--- src/rtl/aes_dec_arbiter_pkg.sv ---
// Shared types and constants for the AES decryption-core arbiter.
// Latency: n/a (types only).
// Backpressure: n/a.
package aes_dec_arbiter_pkg;

  localparam int AES_BLOCK_W = 128;
  localparam int TIMEOUT_W   = 8;

  typedef enum logic [2:0] {
    IDLE,
    CLR,
    START,
    WAIT,
    RESP
  } state_t;

endpackage

--- src/rtl/aes_dec_arbiter_rr_pick.sv ---
// Round-robin picker: first set request at or after ptr+1 (mod N_REQ).
// Latency: combinational.
// Backpressure: none; the caller decides when the pick is used.
module aes_dec_arbiter_rr_pick #(
  parameter int N_REQ = 4,
  parameter int ID_W  = 2
) (
  input  logic [N_REQ-1:0] req,
  input  logic [ID_W-1:0]  ptr,
  output logic [ID_W-1:0]  grant,
  output logic             any
);

  logic [ID_W-1:0] cand;

  // Scan offsets from farthest to nearest so the nearest valid index is the last one written
  always_comb begin
    grant = '0;
    any   = 1'b0;
    cand  = '0;
    for (int k = N_REQ; k >= 1; k--) begin
      cand = ID_W'((int'(ptr) + k) % N_REQ);
      if (req[cand]) begin
        grant = cand;
        any   = 1'b1;
      end
    end
  end

endmodule

--- src/rtl/aes_dec_arbiter.sv ---
// Shares one AES-128 decryption core between N_REQ requesters, one job at a time, round-robin.
// Latency: accept pulse -> resp_valid = 3 + core latency; TIMEOUT cycles in WAIT aborts with resp_err.
// Backpressure: response held until resp_ready; no new grant while a response is pending.
module aes_dec_arbiter
  import aes_dec_arbiter_pkg::*;
#(
  parameter int N_REQ   = 4,
  parameter int ID_W    = 2,
  parameter int TIMEOUT = 63
) (
  input  logic                         clock,
  input  logic                         reset_n,
  input  logic [N_REQ-1:0]             req_valid,
  output logic [N_REQ-1:0]             req_ready,
  input  logic [N_REQ*AES_BLOCK_W-1:0] req_text,
  input  logic [N_REQ*AES_BLOCK_W-1:0] req_key,
  output logic                         resp_valid,
  input  logic                         resp_ready,
  output logic [ID_W-1:0]              resp_id,
  output logic [AES_BLOCK_W-1:0]       resp_text,
  output logic                         resp_err,
  output logic                         core_reset,
  output logic                         core_decrypt,
  output logic [AES_BLOCK_W-1:0]       core_text,
  output logic [AES_BLOCK_W-1:0]       core_key,
  input  logic                         core_done,
  input  logic [AES_BLOCK_W-1:0]       core_dout
);

  state_t                 state_q, state_d;
  logic [ID_W-1:0]        ptr_q, ptr_d;
  logic [TIMEOUT_W-1:0]   cnt_q, cnt_d;
  logic [N_REQ-1:0]       req_ready_d;
  logic                   resp_valid_d, resp_err_d;
  logic [ID_W-1:0]        resp_id_d;
  logic [AES_BLOCK_W-1:0] resp_text_d, core_text_d, core_key_d;
  logic                   core_reset_d, core_decrypt_d;
  logic [ID_W-1:0]        pick_idx;
  logic                   pick_any;
  logic                   timed_out;

  aes_dec_arbiter_rr_pick #(
    .N_REQ (N_REQ),
    .ID_W  (ID_W)
  ) u_rr_pick (
    .req   (req_valid),
    .ptr   (ptr_q),
    .grant (pick_idx),
    .any   (pick_any)
  );

  assign timed_out = (cnt_q == TIMEOUT_W'(TIMEOUT - 1));

  // State and all registered outputs; reset parks the core in reset with req 0 next in line
  always_ff @(posedge clock or negedge reset_n) begin
    if (!reset_n) begin
      state_q      <= IDLE;
      ptr_q        <= ID_W'(N_REQ - 1);
      cnt_q        <= '0;
      req_ready    <= '0;
      resp_valid   <= 1'b0;
      resp_id      <= '0;
      resp_text    <= '0;
      resp_err     <= 1'b0;
      core_reset   <= 1'b1;
      core_decrypt <= 1'b0;
      core_text    <= '0;
      core_key     <= '0;
    end else begin
      state_q      <= state_d;
      ptr_q        <= ptr_d;
      cnt_q        <= cnt_d;
      req_ready    <= req_ready_d;
      resp_valid   <= resp_valid_d;
      resp_id      <= resp_id_d;
      resp_text    <= resp_text_d;
      resp_err     <= resp_err_d;
      core_reset   <= core_reset_d;
      core_decrypt <= core_decrypt_d;
      core_text    <= core_text_d;
      core_key     <= core_key_d;
    end
  end

  // Next-state: one job walks IDLE -> CLR -> START -> WAIT -> RESP and back
  always_comb begin
    state_d = state_q;
    case (state_q)
      IDLE:    if (pick_any) state_d = CLR;
      CLR:     state_d = START;
      START:   state_d = WAIT;
      WAIT:    if (core_done || timed_out) state_d = RESP;
      RESP:    if (resp_ready) state_d = IDLE;
      default: state_d = IDLE;
    endcase
  end

  // Next output values; core_done is looked at only in WAIT because it may be stale from the last job
  always_comb begin
    req_ready_d    = '0;
    resp_valid_d   = resp_valid;
    resp_id_d      = resp_id;
    resp_text_d    = resp_text;
    resp_err_d     = resp_err;
    core_reset_d   = core_reset;
    core_decrypt_d = 1'b0;
    core_text_d    = core_text;
    core_key_d     = core_key;
    ptr_d          = ptr_q;
    cnt_d          = cnt_q;
    case (state_q)
      IDLE: begin
        core_reset_d = 1'b1;
        if (pick_any) begin
          req_ready_d = N_REQ'(1) << pick_idx;
          core_text_d = req_text[pick_idx*AES_BLOCK_W +: AES_BLOCK_W];
          core_key_d  = req_key[pick_idx*AES_BLOCK_W +: AES_BLOCK_W];
          resp_id_d   = pick_idx;
          ptr_d       = pick_idx;
        end
      end
      CLR: begin
        core_reset_d   = 1'b0;
        core_decrypt_d = 1'b1;
      end
      START: cnt_d = '0;
      WAIT: begin
        if (core_done) begin
          resp_text_d  = core_dout;
          resp_err_d   = 1'b0;
          resp_valid_d = 1'b1;
          core_reset_d = 1'b1;
        end else if (timed_out) begin
          resp_text_d  = '0;
          resp_err_d   = 1'b1;
          resp_valid_d = 1'b1;
          core_reset_d = 1'b1;
        end else begin
          cnt_d = cnt_q + 1'b1;
        end
      end
      RESP: if (resp_ready) resp_valid_d = 1'b0;
      default: ;
    endcase
  end

endmodule

--- config.mk ---
export PLATFORM = sky130hd
export DESIGN_NAME = aes_dec_arbiter
export DESIGN_NICKNAME = d
export VERILOG_FILES = /design/src/rtl/aes_dec_arbiter_pkg.sv /design/src/rtl/aes_dec_arbiter_rr_pick.sv /design/src/rtl/aes_dec_arbiter.sv
export SDC_FILE = /design/constraint.sdc
export NUM_CORES = 1
export LEC_CHECK = 0
export BUFFER_PORTS_ARGS = -buffer_cell sky130_fd_sc_hd__buf_2
export CELL_PAD_IN_SITES_DETAIL_PLACEMENT = 1
export CELL_PAD_IN_SITES_GLOBAL_PLACEMENT = 1
export CORE_AREA = 2 2 613 615
export DETAILED_ROUTE_END_ITERATION = 8
export DIE_AREA = 0 0 615 617
export PLACE_DENSITY = 0.36
export SLEW_MARGIN = 20
export SYNTH_ARGS = -nofsm -noshare
export SYNTH_HDL_FRONTEND = slang
export SYNTH_SLANG_ARGS = --single-unit
export TNS_END_PERCENT = 10
--- constraint.sdc ---
create_clock -name clock -period 2.2 [get_ports clock]
set_input_delay 0.11 -clock clock [delete_from_list [all_inputs] [get_ports clock]]
set_output_delay 0.11 -clock clock [all_outputs]
set_load 0.01 [all_outputs]
==> flow_summary_export.csv <==
group,metric,value,unit
hold_path,hp-class,"input pin to flop",
clocking,cts_root_buf,"clkbuf_16",
sta,fin_crit,2.39,ns
global_routing,grt_antenna_before_repair,292,
logic_synthesis,ys_warn_count,0,
worst_setup_path,start_kind,"flop",
flow_run,drv_cap,0,
die,num_rows,225,
sta,fin_hold_ws,0.0996,ns
global_routing,grt_pass1_vias,32600,
logic_synthesis,synth_nets,2989,
logic_synthesis,synth_edf_count,0,
clocking,clock_latency,0.77,ns
logic_synthesis,ys_seq_area_share,47.8,%
detailed_routing,drtIter0Drc,1325,
die,die_w,615,um
status,outcome,"finished with violations",
hold_path,min-delay-start,"core_dout[23]",
logic_synthesis,ys_ff_latch,407,
sta,fin_ws,-0.192,ns
die,die_h,617,um
place,place_worst_setup_slack,-0.534,ns
logic_synthesis,yosys.area.top_type_share,47.5,%
detailed_routing,vias_per_cell,3.03,
sta,fin_worst_skew,0.0426,ns
power_and_ir_drop,p_leak,23.9,nW
global_routing,overflow,0,
die,start_util,5.70,%
logic_synthesis,synth_cell_type_count,43,
worst_setup_path,critPathKind,"flop to flop",
worst_setup_path,end_kind,"flop",
detailed_routing,drt_first_pass_iters,5,
sta,rsz0062_at_grt,"true",
sta,hold_viol_final,0,
detailed_routing,wl_per_cell,26.9,um
worst_setup_path,critPathLaunch,"ptr_q[1]$_DFFE_PN1P_",
clocking,clock_path_buffers,4,
status,violations,"setup timing",
clocking,htree_levels,3,
clocking,cts_tree,"built",
sta,fin_crit_sh,109,%
cells_and_area,syn_to_final_growth,151,%
logic_synthesis,synth.area.top_cells,"dfrtp_1 47%, mux2i_1 24%, a221oi_1 5.3%",
logic_synthesis,postSynthAreaPerCell,11.7,um2
power_and_ir_drop,power_density,1110,nW/um2
place,numPortBuffers,1553,
global_routing,grt_pass1_wl,336000,um
worst_setup_path,worst-path-max-fanout,8,
sta,max_freq,418,MHz
detailed_routing,detail-route-antenna-nets,0,
detailed_routing,wl,266000,um
logic_synthesis,synth_top_cell_by_area,"dfrtp_1",
place,dp_hpwl,220000,um
sta,fin_tns_setup,-23.55,ns
logic_synthesis,yosys_most_used_dff,"dfrtp_1",
sta,setup_viol,249,
global_routing,grt_start_max_net_pins,57,
sta,final_max_slew_viol_count,0,
cells_and_area,final_layout_size_suffix_gt1_share,44.2,%
clocking,cts_made_buffers,71,
die,coreArea,374000,um2
worst_setup_path,critical_path_arrival,3.01,ns
power_and_ir_drop,ir_worst_vdd,0.555,mV
detailed_routing,route.detailed.drc,0,
detailed_routing,vias,30000,
place,place_congestion,0.885,
worst_setup_path,regToRegStartpoint,"ptr_q[1]$_DFFE_PN1P_",
clocking,cts.clk_slew.worst_paths,0.06,ns
logic_synthesis,syn_area,21300,um2
global_routing,grt_use_total,13.4,%
logic_synthesis,synthArstFlopShare,100,%
worst_setup_path,worstPathRequired,2.82,ns
sta,max_slew_margin,52.0,%
logic_synthesis,synthCells,1827,
sta,tightest_slew,0.720,ns
die,ios,1554,
cells_and_area,nNetsFinal,5903,
clocking,cts_num_sinks,407,
die,dieArea,379000,um2
[what timing repair did]
item | in CTS | in global routing
pin swaps | 69 | 15
setup endpoints to repair | 258 | 263
gates cloned | 16 | 11
gates resized for setup | 214 | 76
hold endpoints to repair | 721 | 0
hold buffers | 1170 | 0
buffers inserted | 33 | 9
[cells in the final DEF, fill, tap and decap left out, drive strengths merged, types with 97 or more instances in the layout]
cell type and n:
dlygate4sd3 1169, mux2i 514, nand2 121, dfrtp 404, o221ai 108, a22o 128, nor2 169, clkbuf 109
buf 1834, a221oi 148, diode 97
[kinds of logic after synthesis]
kind of cell	synth area share [%]
mux	24.2
flops	47.8
compound gates	17.0
simple gates	5.88
buf+inv	4.74
xor+xnor	0.206
fa+ha+maj	0.118
[layer usage]
layer	track usage (%)	part of all wire, %	wire length (um)	vias to the layer above
met2	20.8	44	116000	1443
met1	17.4	45	119000	14900
li1	-	-	-	13000
met4	3.96	3.5	9220	154
met5	0	0.39	1040	-
met3	4.43	7.9	21000	486
[Yosys cell counts (2+ instances only)]
master	count
nand4_1	3
xor2_1	2
xnor2_1	3
buf_1	7
o221ai_1	108
dfstp_2	3
a22o_1	128
buf_2	51
nor2_1	168
a211oi_1	2
clkbuf_1	71
nand2_1	121
buf_4	16
nor4_1	2
and2_1	2
a221oi_1	128
a221oi_2	20
a21oi_1	7
o21ai_0	7
dfrtp_1	404
mux2i_1	514
buf_6	29
inv_1	4
nand3_1	4
nand2b_1	4
ha_1	2
[worst max-delay path, stage by stage (launching register included)]
cell	delay (ns)
dfstp_2	0.56
mux2i_1	0.19
or2_1	0.15
o211a_4	0.17
buf_12	0.18
buf_16	0.18
buf_16	0.18
clkbuf_16	0.17
mux2i_1	0.27
o221ai_1	0.19
[stage by stage]
| step | area (um2) | total power, mW | instances | utilization, % |
|---|---|---|---|---|
| 2_1_floorplan | 21300 | 26.2 | 1827 | - |
| 3_3_place_gp | 36800 | 41.9 | 8428 | 9.84 |
| 3_5_place_dp | 36800 | 42.1 | 8428 | 9.84 |
| 4_1_cts | 52600 | 60.0 | 9765 | 14.1 |
| 5_1_grt | 53300 | 62.8 | 9809 | 14.3 |
| 6_report | 53500 | 59.2 | 9877 | 14.3 |
[where the power goes]
group / total [mW] / switching (mW) / internal, mW
clock: 11.8 / 4.67 / 7.14
combinational: 34.0 / 18.7 / 15.2
sequential: 13.4 / 2.24 / 11.1
total: 59.2 / 25.6 / 33.5
[final timing paths]
kind	slack, ns	cells past startpoint	endpoint
setup / recovery	-0.19	9	core_key[18]$_DFFE_PN0P_
max in group asynchronous	0.79	4	core_text[81]$_DFFE_PN0P_
hold reg to reg	0.48	2	core_text[74]$_DFFE_PN0P_
min in group asynchronous	0.55	3	core_key[94]$_DFFE_PN0P_
setup reg to reg	-0.19	9	core_key[18]$_DFFE_PN0P_
hold / removal	0.1	3	resp_text[23]$_DFFE_PN0P_
[area by class of cell]
type / instances / area [um2]
Multi-Input combinational cell: 1242 / 11100
Sequential cell: 407 / 10200
Timing Repair Buffer: 3015 / 23400
Antenna cell: 97 / 243
Tap cell: 4994 / 6250
Clock inverter: 19 / 272
Fill cell: 43700 / 320000
Clock buffer: 99 / 2040
Inverter: 4 / 15.0
[sequential cells by signal (all words and copies together), names as in the netlist]
name	flops
state_q	3
core_decrypt	1
core_key	128
resp_err	1
req_ready	4
resp_id	2
resp_valid	1
resp_text	128
core_text	128
core_reset	1
ptr_q	2
cnt_q	8
Power figures use the tool's default switching activity.
